<file path="src/rtl/mips_pkg.sv">
// rtl/mips_pkg.sv - shared constants for the MIPS pipeline fetch path
package mips_pkg;

  // Next-PC source select codes (2'b11 is reserved and behaves as sequential)
  localparam logic [1:0]  PC_SEL_SEQ = 2'b00;
  localparam logic [1:0]  PC_SEL_NPC = 2'b01;
  localparam logic [1:0]  PC_SEL_REG = 2'b10;

  // Reset PC and instruction memory window
  localparam logic [31:0] PC_RESET   = 32'h0000_3000;
  localparam logic [31:0] IM_BASE    = 32'h0000_3000;
  localparam int          IM_WORDS   = 4096;

  // Encoding of the bubble placed in IF/ID by reset
  localparam logic [31:0] NOP        = 32'h0000_0000;

endpackage

</file>
<file path="src/rtl/if_id_reg.sv">
// rtl/if_id_reg.sv - stall-enabled IF/ID pipeline register
module if_id_reg
  import mips_pkg::*;
(
  input  logic        clk,
  input  logic        reset,
  input  logic        i_load,
  input  logic [31:0] i_ir,
  input  logic [31:0] i_pc,
  input  logic [31:0] i_pc4,
  output logic [31:0] o_ir,
  output logic [31:0] o_pc,
  output logic [31:0] o_pc4,
  output logic        o_valid
);

  logic [31:0] r_ir;
  logic [31:0] r_pc;
  logic [31:0] r_pc4;
  logic        r_valid;

  // Capture the fetched instruction when not stalled; reset inserts a nop bubble
  always_ff @(posedge clk) begin
    if (reset) begin
      r_ir    <= NOP;
      r_pc    <= 32'h0;
      r_pc4   <= 32'h0;
      r_valid <= 1'b0;
    end else if (i_load) begin
      r_ir    <= i_ir;
      r_pc    <= i_pc;
      r_pc4   <= i_pc4;
      r_valid <= 1'b1;
    end
  end

  assign o_ir    = r_ir;
  assign o_pc    = r_pc;
  assign o_pc4   = r_pc4;
  assign o_valid = r_valid;

endmodule

</file>
<file path="src/rtl/fetch_stage.sv">
// rtl/fetch_stage.sv - IF stage: PC register, next-PC mux, fetch range check
module fetch_stage
  import mips_pkg::*;
#(
  parameter logic [31:0] PC_RESET = mips_pkg::PC_RESET,
  parameter logic [31:0] IM_BASE  = mips_pkg::IM_BASE,
  parameter int          IM_WORDS = mips_pkg::IM_WORDS
) (
  input  logic        clk,
  input  logic        reset,
  input  logic        stall,
  input  logic [1:0]  pc_sel,
  input  logic [31:0] npc_in,
  input  logic [31:0] reg_target,
  input  logic [31:0] instr_in,
  output logic [31:0] pc_f,
  output logic [31:0] ir_d,
  output logic [31:0] pc4_d,
  output logic [31:0] pc_d,
  output logic        valid_d,
  output logic        fetch_err
);

  // One past the last legal fetch address, widened so a window touching 2^32 cannot wrap
  localparam logic [32:0] IM_LIMIT = {1'b0, IM_BASE} + (33'(IM_WORDS) << 2);

  logic [31:0] r_pc;
  logic        r_err;
  logic [31:0] w_pc4;
  logic [31:0] w_next_pc;
  logic        w_err_now;

  assign w_pc4 = r_pc + 32'd4;

  // Next-PC select; the reserved code falls through to sequential fetch
  always_comb begin
    w_next_pc = w_pc4;
    case (pc_sel)
      PC_SEL_NPC: w_next_pc = npc_in;
      PC_SEL_REG: w_next_pc = reg_target;
      default:    w_next_pc = w_pc4;
    endcase
  end

  // Current fetch address is misaligned or outside the instruction memory window
  always_comb begin
    w_err_now = (r_pc[1:0] != 2'b00) ||
                (r_pc < IM_BASE) ||
                ({1'b0, r_pc} >= IM_LIMIT);
  end

  // PC advances and the sticky fetch error accumulates only on unstalled edges
  always_ff @(posedge clk) begin
    if (reset) begin
      r_pc  <= PC_RESET;
      r_err <= 1'b0;
    end else if (!stall) begin
      r_pc <= w_next_pc;
      if (w_err_now) begin
        r_err <= 1'b1;
      end
    end
  end

  if_id_reg u_if_id (
    .clk     (clk),
    .reset   (reset),
    .i_load  (!stall),
    .i_ir    (instr_in),
    .i_pc    (r_pc),
    .i_pc4   (w_pc4),
    .o_ir    (ir_d),
    .o_pc    (pc_d),
    .o_pc4   (pc4_d),
    .o_valid (valid_d)
  );

  assign pc_f      = r_pc;
  assign fetch_err = r_err;

endmodule

</file>
<file path="config.mk">
export PLATFORM = sky130hd
export DESIGN_NAME = fetch_stage
export DESIGN_NICKNAME = d
export VERILOG_FILES = /design/src/rtl/mips_pkg.sv /design/src/rtl/if_id_reg.sv /design/src/rtl/fetch_stage.sv
export SDC_FILE = /design/constraint.sdc
export NUM_CORES = 1
export LEC_CHECK = 0
export CAP_MARGIN = 20
export CORE_MARGIN = 5
export CORE_UTILIZATION = 28
export DETAILED_ROUTE_END_ITERATION = 12
export GPL_ROUTABILITY_DRIVEN = 0
export GPL_TIMING_DRIVEN = 0
export PLACE_DENSITY = 0.62
export SETUP_SLACK_MARGIN = 0.1
export SYNTH_ARGS = -nofsm -noshare
export SYNTH_HDL_FRONTEND = slang
export SYNTH_SLANG_ARGS = --single-unit
</file>
<file path="constraint.sdc">
create_clock -name clk -period 2.9 [get_ports clk]
set_clock_uncertainty 0.2 [all_clocks]
set_input_delay 0.58 -clock clk [delete_from_list [all_inputs] [get_ports clk]]
set_output_delay 0.58 -clock clk [all_outputs]
set_load 0.05 [all_outputs]
</file>
* After elaboration in Yosys (flattened, before gate mapping)
Cells that the tools add are included.
** Operators by class
- $lt $le $gt $ge :: 2
- Add/sub/neg operators :: 1
- Bitwise operators :: 1
- Shift-type cells :: 0
- Equal/unequal tests :: 2
- Multiplexer cells :: 1
- Div/mod/pow operators :: 0
- Multipliers :: 0
- Reductions and logical operators :: 4
** Operators with widths (number)
- one-hot mux 32 bit (2 select lines) :: 1
- adder 32 x 3 -> 32 bit (second input constant) :: 1
- greater-or-equal comparator 32 x 15 -> 1 bit (second input constant) :: 1
- < comparator 32 x 14 -> 1 bit (second input constant) :: 1
- == test 2 x 1 -> 1 bit (second input constant) :: 1
- == test 2 bit (second input constant) :: 1
- logical OR 1 bit :: 2
- AND reduction 2 bit :: 1
- nonzero test 2 bit :: 1
- inverter 1 bit :: 1
** Storage, ports and cells
- Latch bits :: 0
- Logic and storage cells :: 17
- Memories kept :: 0
- Memory bits (writable) :: 0
- Bits in registers :: 130
- Bits in read-only memories :: 0

* Logic depth before layout (Yosys ltp)
Gate-level depths: netlist (run 1).
- Depth after elaboration :: 4
- Mapped depth :: 8
- Depth with buffers taken out :: 7

* Cells and area by module
Synthesis (run 1) repeated with hierarchy kept, for this count alone.
** Unflattened totals
- Cells, all modules :: 704
- Area total of the unflattened synthesis :: 6412.4 um^2
** By module, submodules not included
- if_id_reg :: area each 3430.8 um^2, instances 1, sequential area each 1941.9 um^2, cells an instance 313
- fetch_stage :: area each 2981.6 um^2, instances 1, sequential area each 660.6 um^2, cells an instance 391

* Least setup slack after synthesis (run 1)
OpenSTA, ideal clock, no wires.
- Kind :: register to register
- Start :: register r_pc[13] (netlist: pc_f[13])
- End :: register u_if_id.r_pc4[25] (netlist: u_if_id.o_pc4[25])
- Path slack :: 230 ps
- Cell stages (with the launch flop) :: 7
- Data arrival time :: 2390 ps
- Path buffers :: 1
- Cell sequence :: dfxtp_1 -> nand4_4 -> or4_4 -> buf_6 -> or3_4 -> xor2_1 -> a211oi_2
** On the way
- Word-level cells in the longest chain between the ends :: 1
** RTL lines
- start, declared :: RTL line fetch_stage.sv:27 : logic [31:0] r_pc;
- start signal, assigned :: RTL line fetch_stage.sv:58 : r_pc <= w_next_pc;
- adder 32 x 3 -> 32 bit :: RTL line fetch_stage.sv:33 : assign w_pc4 = r_pc + 32'd4;
- end signal, assigned :: RTL line if_id_reg.sv:32 : r_pc4 <= i_pc4;
- end, declared :: RTL line if_id_reg.sv:19 : logic [31:0] r_pc4;
No other way between the ends.
A chain may end at the register's enable or synchronous reset.

* Worst setup path after layout (run 1)
- Start :: register r_pc[3] (netlist: pc_f[3])
- End :: register r_pc[18] (netlist: pc_f[18])
** On the way
- Word-level cells in the longest chain between the ends :: 2
** RTL lines
- adder 32 x 3 -> 32 bit :: RTL line fetch_stage.sv:33
- one-hot mux 32 bit (2 select lines) :: RTL line fetch_stage.sv:38 : case (pc_sel)
No other way between the ends.

==> key figures, run 1 <==
Clocking
  • H-tree levels: 4
  • Clock sinks: 128
  • Hold_buf cts: 0
  • CTS root buf: clkbuf_16
  • Clock transition at path regs: 0.06 ns
  • Setup bufs post-CTS: 0
  • CTS Buffer Depth: 2
  • CTS tree: done
  • CTS Buf Count: 17
  • Clk Latency, worst-skew pair: 0.43 ns

Power
  • Peak supply drop: ~400 uV
  • Switching power: 1.692 mW
  • Total power: 5.194 mW
  • Reg power frac: 37.2%
  • Sw Ratio: 32.59%
  • Comb power frac: 21.9%
  • Clock power frac: 41.0%
  • Static leakage: 3.494 nW
  • Power per cell area: 554.9 nW/um^2
  • P_int: ~3.5 mW

Worst setup path
  • Worst setup path class: reg -> reg
  • WP data required: 3.05 ns
  • Crit path launch type: flop
  • WP data arrival: 2.95 ns
  • CP endpoint kind: flop
  • Crit Path Max Fanout: 7

Yosys
  • Register bit count reported by yosys: 128
  • Xor/xnor share of the synthesized area: 3.710%
  • Yosys cell types: 60
  • Simple-Gate Fraction of Synth Area: 18.72%
  • Cell taking the most area after synthesis: dfxtp_1
  • Cells after synthesis: 683
  • Multiplexer share of the synthesized area: 10.93%
  • Area fraction in compound gates after synthesis: 16.82%
  • Synthesized Nets: 788
  • Most common flop cell mapped by yosys: dfxtp_1
  • Sequential fraction of the synthesis area: 41.75%
  • Yosys warns: 0
  • Largest cells by area after synthesis: dfxtp_1 (42%), mux2i_1 (11%), nor2_1 (7.0%)
  • Post-synth EDFFs: 0
  • Syn Area/Cell: 8.986 um^2
  • Post-Synth Adder-Cell Area: 0.8155%
  • Synth async-reset ratio: 0%
  • Synth top area share: 41.75%
  • Mapped cell area: 6137 um^2
  • Combinational family with the most area after synthesis: simple AND/OR/NAND/NOR gates

Global routing
  • Vias in the first global route: 6,048
  • First-pass GRT wire length: 36.41 mm
  • Initial antenna violation count: 0
  • Grt total ovfl: 0
  • Largest net degree at the start of global routing: 17
  • GRT Total Usage: 19.37%

Timing
  • Final setup fails: 0
  • Final TNS setup: 0 ns
  • Max-slew violation count: 0
  • Final period util: about 96%
  • Final hold vios: 0
  • Period minus WS final: 2.797 ns
  • FMAX: around 360 MHz
  • Final WS setup: 0.1025 ns
  • Unrepaired setup endpoints after global routing: yes
  • Slew headroom: 39.26%
  • Worst-Margin Slew: 0.9112 ns
  • Fin Hold WS: 0.2541 ns

Placement
  • # port buffers: roughly 230
  • Detailed placement HPWL: 18.67 mm
  • DP Area: roughly 8800 um^2
  • Post-Place Cells: ~1.2k
  • Worst slack at placement: -0.4658 ns

Cells and area
  • Most frequent cells in the layout: clkdlybuf4s50_1 (229), dfxtp_1 (128), nor2_1 (115), mux2i_1 (67), clkbuf_1 (35)
  • Share of cells above drive strength 1: 7.839%
  • Post-Layout Cell Count: 1,224
  • Final nets: around 1.0k
  • Finished Cell Area: 9359 um^2
  • ANT cells: 0
  • Most common cell after layout, fill and taps aside: clkdlybuf4s50_1
  • Fin util: 43.15%
  • Area Overhead vs Synth: 52.50%

Routing
  • First DRT Iteration DRCs: 410
  • Via count: 6,192
  • Antenna-violating nets left: 0
  • Routed Wire Length: 24.56 mm
  • Via density: ~5
  • Pre-Repair DR Iteration Count: 5
  • WL/cell: 20.07 um
  • Drt drc: 0

Min path
  • Worst min path class: reg -> reg

Floorplan
  • Die area: 24,980 um^2
  • Num rows: 54
  • DIE HEIGHT: 158.1 um
  • Initial Util: 28.30%
  • Ports: approximately 230
  • Core ar.: 21,690 um^2
  • Chip width: 158.1 um

Status
  • Status: finished clean

Job
  • Max-cap violations: 0
==> power groups by stage <==
stage	registers (mW)	logic [mW]	clock network, mW
after floorplan	2.25	0.371	0
after global placement	1.96	1.14	0
after detailed placement	1.97	1.14	0
after CTS	1.93	1.15	2.16
after global routing	1.94	1.20	2.24
final	1.93	1.14	2.13
==> state kept, by name (all words and copies together) (netlist names) <==
name	cells
u_if_id.o_ir	32
fetch_err	1
u_if_id.o_valid	1
u_if_id.o_pc4	32
pc_f	32
u_if_id.o_pc	30
==> metal layers <==
metal  track usage, %  wire [um]  vias to the layer above
met5                0          0                        -
met1            22.88       9701                     2942
met4            6.661        536                        0
met2            31.96      11650                      278
li1                 -          -                     2941
met3            7.873       2678                       31
==> area by class of cell <==
| cell class | count | area (um^2) |
|---|---|---|
| Buffer | 65 | 397.9 |
| Inverter | 14 | 52.55 |
| Tap cell | 280 | 350.3 |
| Clock buffer | 17 | 425.4 |
| Clock inverter | 15 | 148.9 |
| Fill cell | 2182 | 12330 |
| Sequential cell | 128 | 2562 |
| Multi-Input combinational cell | 476 | 3129 |
| Timing Repair Buffer | 229 | 2292 |
==> synth_stat cells, drive strengths merged (2+ instances only) <==
cell type and instances:
and4 2, dfxtp 128, xnor2 12, a22oi 25
clkbuf 48, a21oi 28, o31a 2, buf 17
a2bb2oi 2, ha 4, inv 12, and2 8
or4 4, nand2 34, nor2 115, nor4 14
xor2 14, o21a 9, a211oi 19, nor3 11
a41oi 2, and3 4, or3 5, o21ai 6
nand4 9, a221oi 7, a31oi 15, o22ai 5
mux2i 67, nand3 25, a22o 12, o32ai 4
clkinv 2
==> worst max-delay path: stages, from the launching register on <==
cell and delay [ns]:
dfxtp_1 0.45, ha_1 0.33, nand4_1 0.28, nor4_1 0.69, nand2_1 0.23, or3_1 0.38
a31oi_1 0.16
==> what timing repair did <==
action                     CTS  global route
resized for setup            4             0
hold endpoints to repair     0             0
setup endpoints to repair   40             6
==> logic make-up after synthesis <==
family                   count (synthesis)
buffers and inverters                   79
AO/OA/AOI/OAI                          144
multiplexers                            67
flip-flops                             128
AND/OR/NAND/NOR                        235
adder cells (fa/ha/maj)                  4
XOR/XNOR                                26
==> worst paths after layout <==
kind	cells past startpoint	slack [ns]	to	from
setup / recovery	6	0.10	pc_f[18]	pc_f[3]
setup reg to reg	6	0.10	pc_f[18]	pc_f[3]
hold reg to reg	1	0.25	u_if_id.o_valid	u_if_id.o_valid
hold / removal	1	0.25	u_if_id.o_valid	u_if_id.o_valid
No activity file was read; power rests on OpenSTA's default activity.
==> run 2: changes to the inputs <==
--- a/config.mk
+++ b/config.mk
@@ -5,13 +5,13 @@
 export SDC_FILE = /design/constraint.sdc
 export NUM_CORES = 1
 export LEC_CHECK = 0
-export CAP_MARGIN = 20
 export CORE_MARGIN = 5
 export CORE_UTILIZATION = 28
 export DETAILED_ROUTE_END_ITERATION = 12
+export DONT_BUFFER_PORTS = 1
 export GPL_ROUTABILITY_DRIVEN = 0
 export GPL_TIMING_DRIVEN = 0
-export PLACE_DENSITY = 0.62
+export PLACE_DENSITY = 0.48
 export SETUP_SLACK_MARGIN = 0.1
 export SYNTH_ARGS = -nofsm -noshare
 export SYNTH_HDL_FRONTEND = slang
==> constraint.sdc (replaced) <==
create_clock -name clk -period 2.9 [get_ports clk]
set_clock_uncertainty 0.2 [all_clocks]
set_input_delay 0.58 -clock clk [delete_from_list [all_inputs] [get_ports clk]]
set_output_delay 0.58 -clock clk [all_outputs]
set_load 0.1 [all_outputs]
==> run 2 against run 1 <==
  * Via count decreased by 15%
  * Sequential share of layout area increased by 9.1 points
  * Non-clock buffer count shrank 227
  * Clock power increased by 4%
  * Critical endpoint is now pc_f[19]
  * Highest routed layer is now met5
==> key figures, run 2 (same netlist as run 1, synthesis figures left out) <==
Power
  • Switching power: 2.008 mW (+19%)
  • P_int: 3.328 mW (-5.0%)
  • Power per cell area: 739.1 nW/um^2 (+33%)
  • Reg power frac: 48.5% (+11 points)
  • Total power: 5.336 mW (+2.7%)
  • Sw Ratio: 37.63% (+5.0 points)
  • Comb power frac: 9.8% (-12 points)
  • Static leakage: 2.718 nW (-22%)
  • Peak supply drop: 298.6 uV (-26%)
  • Clock power frac: 41.7% (+0.7 points)

Placement
  • Worst slack at placement: -0.4561 ns (+0.009741 ns)
  • DP Area: 6506 um^2 (-26%)
  • # port buffers: 0 (-100%)
  • Post-Place Cells: 963 (-19%)
  • Detailed placement HPWL: 17.85 mm (-4.4%)

Clocking
  • CTS Buf Count: 17 (unchanged)
  • CTS root buf: clkbuf_16
  • Clk Latency, worst-skew pair: 0.43 ns (about the same)
  • CTS tree: done
  • CTS Buffer Depth: 2 (unchanged)
  • Clock sinks: 128 (unchanged)
  • Clock transition at path regs: 0.07 ns (about the same)
  • H-tree levels: 4 (unchanged)

Worst setup path
  • Crit Path Max Fanout: 8 (+1)
  • Crit path launch type: flop
  • Worst setup path class: reg -> reg
  • CP endpoint kind: flop
  • WP data arrival: 2.86 ns (-0.09 ns)
  • WP data required: 3.05 ns (about the same)

Timing
  • Final period util: 93.59% (-2.9 points)
  • Slew headroom: 14.46% (-25 points)
  • Max-slew violation count: 0 (unchanged)
  • Worst-Margin Slew: 1.281 ns (+0.3702 ns)
  • FMAX: 368.4 MHz (+3.1%)
  • Final setup fails: 0 (unchanged)
  • Final hold vios: 0 (unchanged)
  • Period minus WS final: 2.714 ns (-0.08335 ns)
  • Final WS setup: 0.1859 ns (+0.08335 ns)
  • Unrepaired setup endpoints after global routing: no

Floorplan
  • DIE HEIGHT: 158.1 um (unchanged)
  • Core ar.: 21,690 um^2 (unchanged)
  • Num rows: 54 (unchanged)
  • Ports: 231 (unchanged)
  • Die area: 24,980 um^2 (unchanged)
  • Initial Util: 28.30% (unchanged)
  • Chip width: 158.1 um (unchanged)

Routing
  • WL/cell: 24.06 um (+20%)
  • First DRT Iteration DRCs: 297 (-28%)
  • Pre-Repair DR Iteration Count: 5 (unchanged)
  • Drt drc: 0 (unchanged)
  • Via density: 5.295 (+4.7%)
  • Via count: 5,290 (-15%)
  • Routed Wire Length: 24.03 mm (-2.2%)
  • Antenna-violating nets left: 0 (unchanged)

Global routing
  • GRT Total Usage: 18.62% (-0.75 points)
  • Vias in the first global route: 5,074 (-16%)
  • First-pass GRT wire length: 33.78 mm (-7.2%)
  • Largest net degree at the start of global routing: 17 (unchanged)
  • Grt total ovfl: 0 (unchanged)
  • Initial antenna violation count: 3 (+3)

Cells and area
  • Finished Cell Area: 7219 um^2 (-23%)
  • Most frequent cells in the layout: nor2_1 (114), dfxtp_1 (102), mux2i_1 (67), clkbuf_1 (37), nand2_1 (33)
  • # fillers: 2,281 (+4.5%)
  • Post-Layout Cell Count: 999 (-18%)
  • Final nets: 809 (-22%)
  • Fin util: 33.29% (-9.9 points)
  • Most common cell after layout, fill and taps aside: nor2_1
  • Area Overhead vs Synth: 17.64%
  • Share of cells above drive strength 1: 14.37% (+6.5 points)

Status
  • Status: finished clean

Job
  • Max-cap violations: 0 (unchanged)

Min path
  • Worst min path class: in -> reg
## run 2: cell types whose count changed in the layout (fill, tap and decap cells not counted), moves of 3 or more
cell / delta
dfxtp_1: -26
clkinv_4: +3
clkdlybuf4s50_1: -229
dfxtp_4: +15
nor4_1: -3
dfxtp_2: +11
## run 2: final cells by class
class,instances,area [um^2],area share [%]
antenna,2,5.005,0.06932
buffer,65,397.9,5.511
clock buffer,17,425.4,5.893
clock inverter,15,172.7,2.392
inverter,14,52.55,0.7279
multi-input combinational,476,3168,43.88
sequential,128,2633,36.46
tap,280,350.3,4.853
timing repair buffer,2,15.01,0.2080
## run 2: worst max-delay path, stage by stage, from the launching register on
cell and delay, ns:
dfxtp_2 0.78, nand4_4 0.29, nor3_1 0.52, nand3_1 0.28, or3_1 0.40, a31oi_1 0.16
## run 2: power by group through the flow
| stage | clock (mW) | sequential [mW] | combinational [mW] |
|---|---|---|---|
| after CTS | 2.26 | 2.60 | 0.527 |
| after global routing | 2.34 | 2.60 | 0.572 |
| after detailed placement | 0 | 2.63 | 0.525 |
| after global placement | 0 | 2.63 | 0.523 |
| after floorplan | 0 | 2.58 | 0.384 |
| final | 2.22 | 2.59 | 0.523 |
## run 2: per-stage QoR
stage | TNS [ns] | hold WS, ns
final | 0 | 0.09378
after global routing | 0 | 0.08866
after CTS | 0 | 0.07798
after detailed placement | -6.762 | 0.3409
after global placement | -6.912 | 0.3311
after floorplan | 0 | 0.3027
## run 2: repair_timing
action,in CTS,in global routing
pin swaps,0,2
endpoints found under the hold margin,0,0
hold buffers,0,0
resized for setup,24,11
setup endpoints to repair,41,21
setup buffers,0,2
## run 2: worst paths after layout
check          startpoint          endpoint  slack [ns]  cells past startpoint
max              pc_f[16]          pc_f[19]        0.19                      5
min          instr_in[27]  u_if_id.o_ir[27]        0.09                      2
min reg2reg       pc_f[1]           pc_f[1]        0.36                      2
max reg2reg      pc_f[16]          pc_f[19]        0.19                      5
## run 2: layer usage
layer / wire length, um / GRT usage (%) / share of wire [%]
met1: 9648 / 22.42 / 40
met2: 11360 / 30.42 / 47
met3: 2650 / 8.065 / 11
met4: 358 / 5.240 / 1.5
met5: 13 / 0 / 0.054
==> run 3: changes to the inputs <==
--- a/config.mk
+++ b/config.mk
@@ -6,12 +6,12 @@
 export NUM_CORES = 1
 export LEC_CHECK = 0
 export CORE_MARGIN = 5
-export CORE_UTILIZATION = 28
+export CORE_UTILIZATION = 58
 export DETAILED_ROUTE_END_ITERATION = 12
 export DONT_BUFFER_PORTS = 1
 export GPL_ROUTABILITY_DRIVEN = 0
 export GPL_TIMING_DRIVEN = 0
-export PLACE_DENSITY = 0.48
+export PLACE_DENSITY = 0.81
 export SETUP_SLACK_MARGIN = 0.1
 export SYNTH_ARGS = -nofsm -noshare
 export SYNTH_HDL_FRONTEND = slang
==> run 3 against run 2 <==
  * Cell area decreased by 3.2%
  * Largest power group unchanged
  * Critical path type unchanged
  * Combinational power decreased by 0.8%
  * Routed wire length decreased by 14%
==> key figures, run 3 (same netlist as run 1, synthesis figures left out) <==
Status
  • Status: finished clean

Clocking
  • CTS root buf: clkbuf_8
  • Clock transition at path regs: 0.07 ns (about the same)
  • H-tree levels: 4 (unchanged)
  • CTS Buffer Depth: 2 (unchanged)
  • CTS Buf Count: 17 (unchanged)
  • CTS tree: done
  • Clock sinks: 128 (unchanged)
  • Clk Latency, worst-skew pair: 0.53 ns (+0.10 ns)

Routing
  • Antenna-violating nets left: 0 (unchanged)
  • Pre-Repair DR Iteration Count: 6 (+1)
  • Via count: 5,770 (+9.1%)
  • First DRT Iteration DRCs: 742 (+150%)
  • Drt drc: 0 (unchanged)
  • Via density: 6.764 (+28%)
  • WL/cell: 24.27 um (+0.87%)
  • Routed Wire Length: 20.70 mm (-14%)

Timing
  • Max-slew violation count: 0 (unchanged)
  • FMAX: 363.2 MHz (-1.4%)
  • Slew headroom: 15.53% (+1.1 points)
  • Period minus WS final: 2.753 ns (+0.03892 ns)
  • Final setup fails: 0 (unchanged)
  • Final period util: 94.93% (+1.3 points)
  • Final hold vios: 0 (unchanged)
  • Worst-Margin Slew: 1.265 ns (-0.01602 ns)
  • Unrepaired setup endpoints after global routing: yes
  • Fin Hold WS: 0.002549 ns (-0.09123 ns)

Min path
  • Worst min path class: in -> reg
  • Min-Delay Path Depth: 2 (unchanged)

Power
  • Peak supply drop: 446.6 uV (+50%)
  • Total power: 5.116 mW (-4.1%)
  • Power per cell area: 731.9 nW/um^2 (-0.97%)
  • Static leakage: 2.679 nW (-1.4%)

Cells and area
  • ANT cells: 0 (-2)
  • Post-Layout Cell Count: 853 (-15%)
  • Area Overhead vs Synth: 13.90%
  • Finished Cell Area: 6990 um^2 (-3.2%)
  • Final nets: 809 (unchanged)
  • Share of cells above drive strength 1: 14.23% (-0.14 points)
  • Most common cell after layout, fill and taps aside: nor2_1
  • Most frequent cells in the layout: nor2_1 (114), dfxtp_1 (102), mux2i_1 (67), clkbuf_1 (38), nand2_1 (33)
  • Fin util: 67.71% (+34 points)

Floorplan
  • Initial Util: 59.45% (+31 points)
  • Chip width: 112.9 um (-29%)
  • Die area: 12,740 um^2 (-49%)
  • Num rows: 37 (-31%)
  • Ports: 231 (unchanged)
  • Core ar.: 10,320 um^2 (-52%)
  • DIE HEIGHT: 112.9 um (-29%)

Worst setup path
  • CP endpoint kind: flop
  • Slowest library cell on the worst path: dfxtp_2
  • WP data required: 3.14 ns (+0.09 ns)
  • R2R depth: 5 (unchanged)
  • Worst-path cell chain: and4_1 > nand3_1 > or3_4 > xor2_1 > a211oi_2
  • Reg2reg setup slack: 0.15 ns (-0.04 ns)
  • Crit path launch type: flop
  • Crit Path Max Fanout: 8 (unchanged)
  • Max incr delay on CP: 0.80 ns (+0.02 ns)
  • Worst setup path class: reg -> reg
  • WP data arrival: 2.99 ns (+0.13 ns)

Placement
  • Post-Place Cells: 819 (-15%)
  • # port buffers: 0 (unchanged)
  • DP Area: 6326 um^2 (-2.8%)
  • Detailed placement HPWL: 15.08 mm (-16%)

Global routing
  • Largest net degree at the start of global routing: 17 (unchanged)
  • Grt total ovfl: 0 (unchanged)
  • GRT Total Usage: 31.20% (+13 points)
  • First-pass GRT wire length: 31.17 mm (-7.7%)
  • Vias in the first global route: 5,648 (+11%)
  • Initial antenna violation count: 0 (-3)

Job
  • Max-cap violations: 0 (unchanged)
## run 3: critical path: cells and delay by family (launching register included)
| kind | cells | cell delay, ns |
|---|---|---|
| AND/OR/NAND/NOR | 3 | 1.25 |
| flip-flops | 1 | 0.80 |
| AO/OA/AOI/OAI | 1 | 0.24 |
| XOR/XNOR | 1 | 0.16 |
## run 3: metal layers
metal,share of wire [%],vias up,GRT usage [%]
met4,4.0,0,12.90
met1,35,2726,36.70
met2,47,457,50.83
li1,-,2495,-
met3,14,92,12.30
met5,0,-,0
## run 3: per-stage QoR
step	setup slack (ns)	TNS, ns
2_1_floorplan	0.07880	0
3_3_place_gp	-0.2656	-2.462
3_5_place_dp	-0.3246	-4.257
4_1_cts	0.1309	0
5_1_grt	0.08722	0
6_report	0.1470	0
## run 3: final cells by class
| cell class | count | area, um^2 |
|---|---|---|
| buffer | 65 | 396.6 |
| clock buffer | 17 | 414.1 |
| clock inverter | 15 | 145.1 |
| fill | 799 | 3333 |
| inverter | 14 | 52.55 |
| multi-input combinational | 476 | 3164 |
| sequential | 128 | 2630 |
| tap | 136 | 170.2 |
| timing repair buffer | 2 | 17.52 |
## run 3: repair_timing
item | 4_1_cts | 5_1_grt
setup buffers | 0 | 1
pin swaps | 0 | 1
endpoints found under the setup margin | 37 | 15
hold buffers | 0 | 1
resized for setup | 21 | 11
cloned | 0 | 0
hold endpoints to repair | 0 | 1
## run 3: final timing paths
check                   start                end
setup / recovery     pc_f[16]  u_if_id.o_pc4[25]
hold / removal    instr_in[1]    u_if_id.o_ir[1]
setup reg to reg     pc_f[16]  u_if_id.o_pc4[25]
hold reg to reg       pc_f[0]            pc_f[0]
## run 3: power by group
part	switching, mW	total (mW)	leakage [nW]	internal, mW
Sequential	0.738	2.58	1.06	1.85
Combinational	0.327	0.519	1.35	0.191
Clock	0.918	2.01	0.267	1.10
Total	1.98	5.12	2.68	3.13
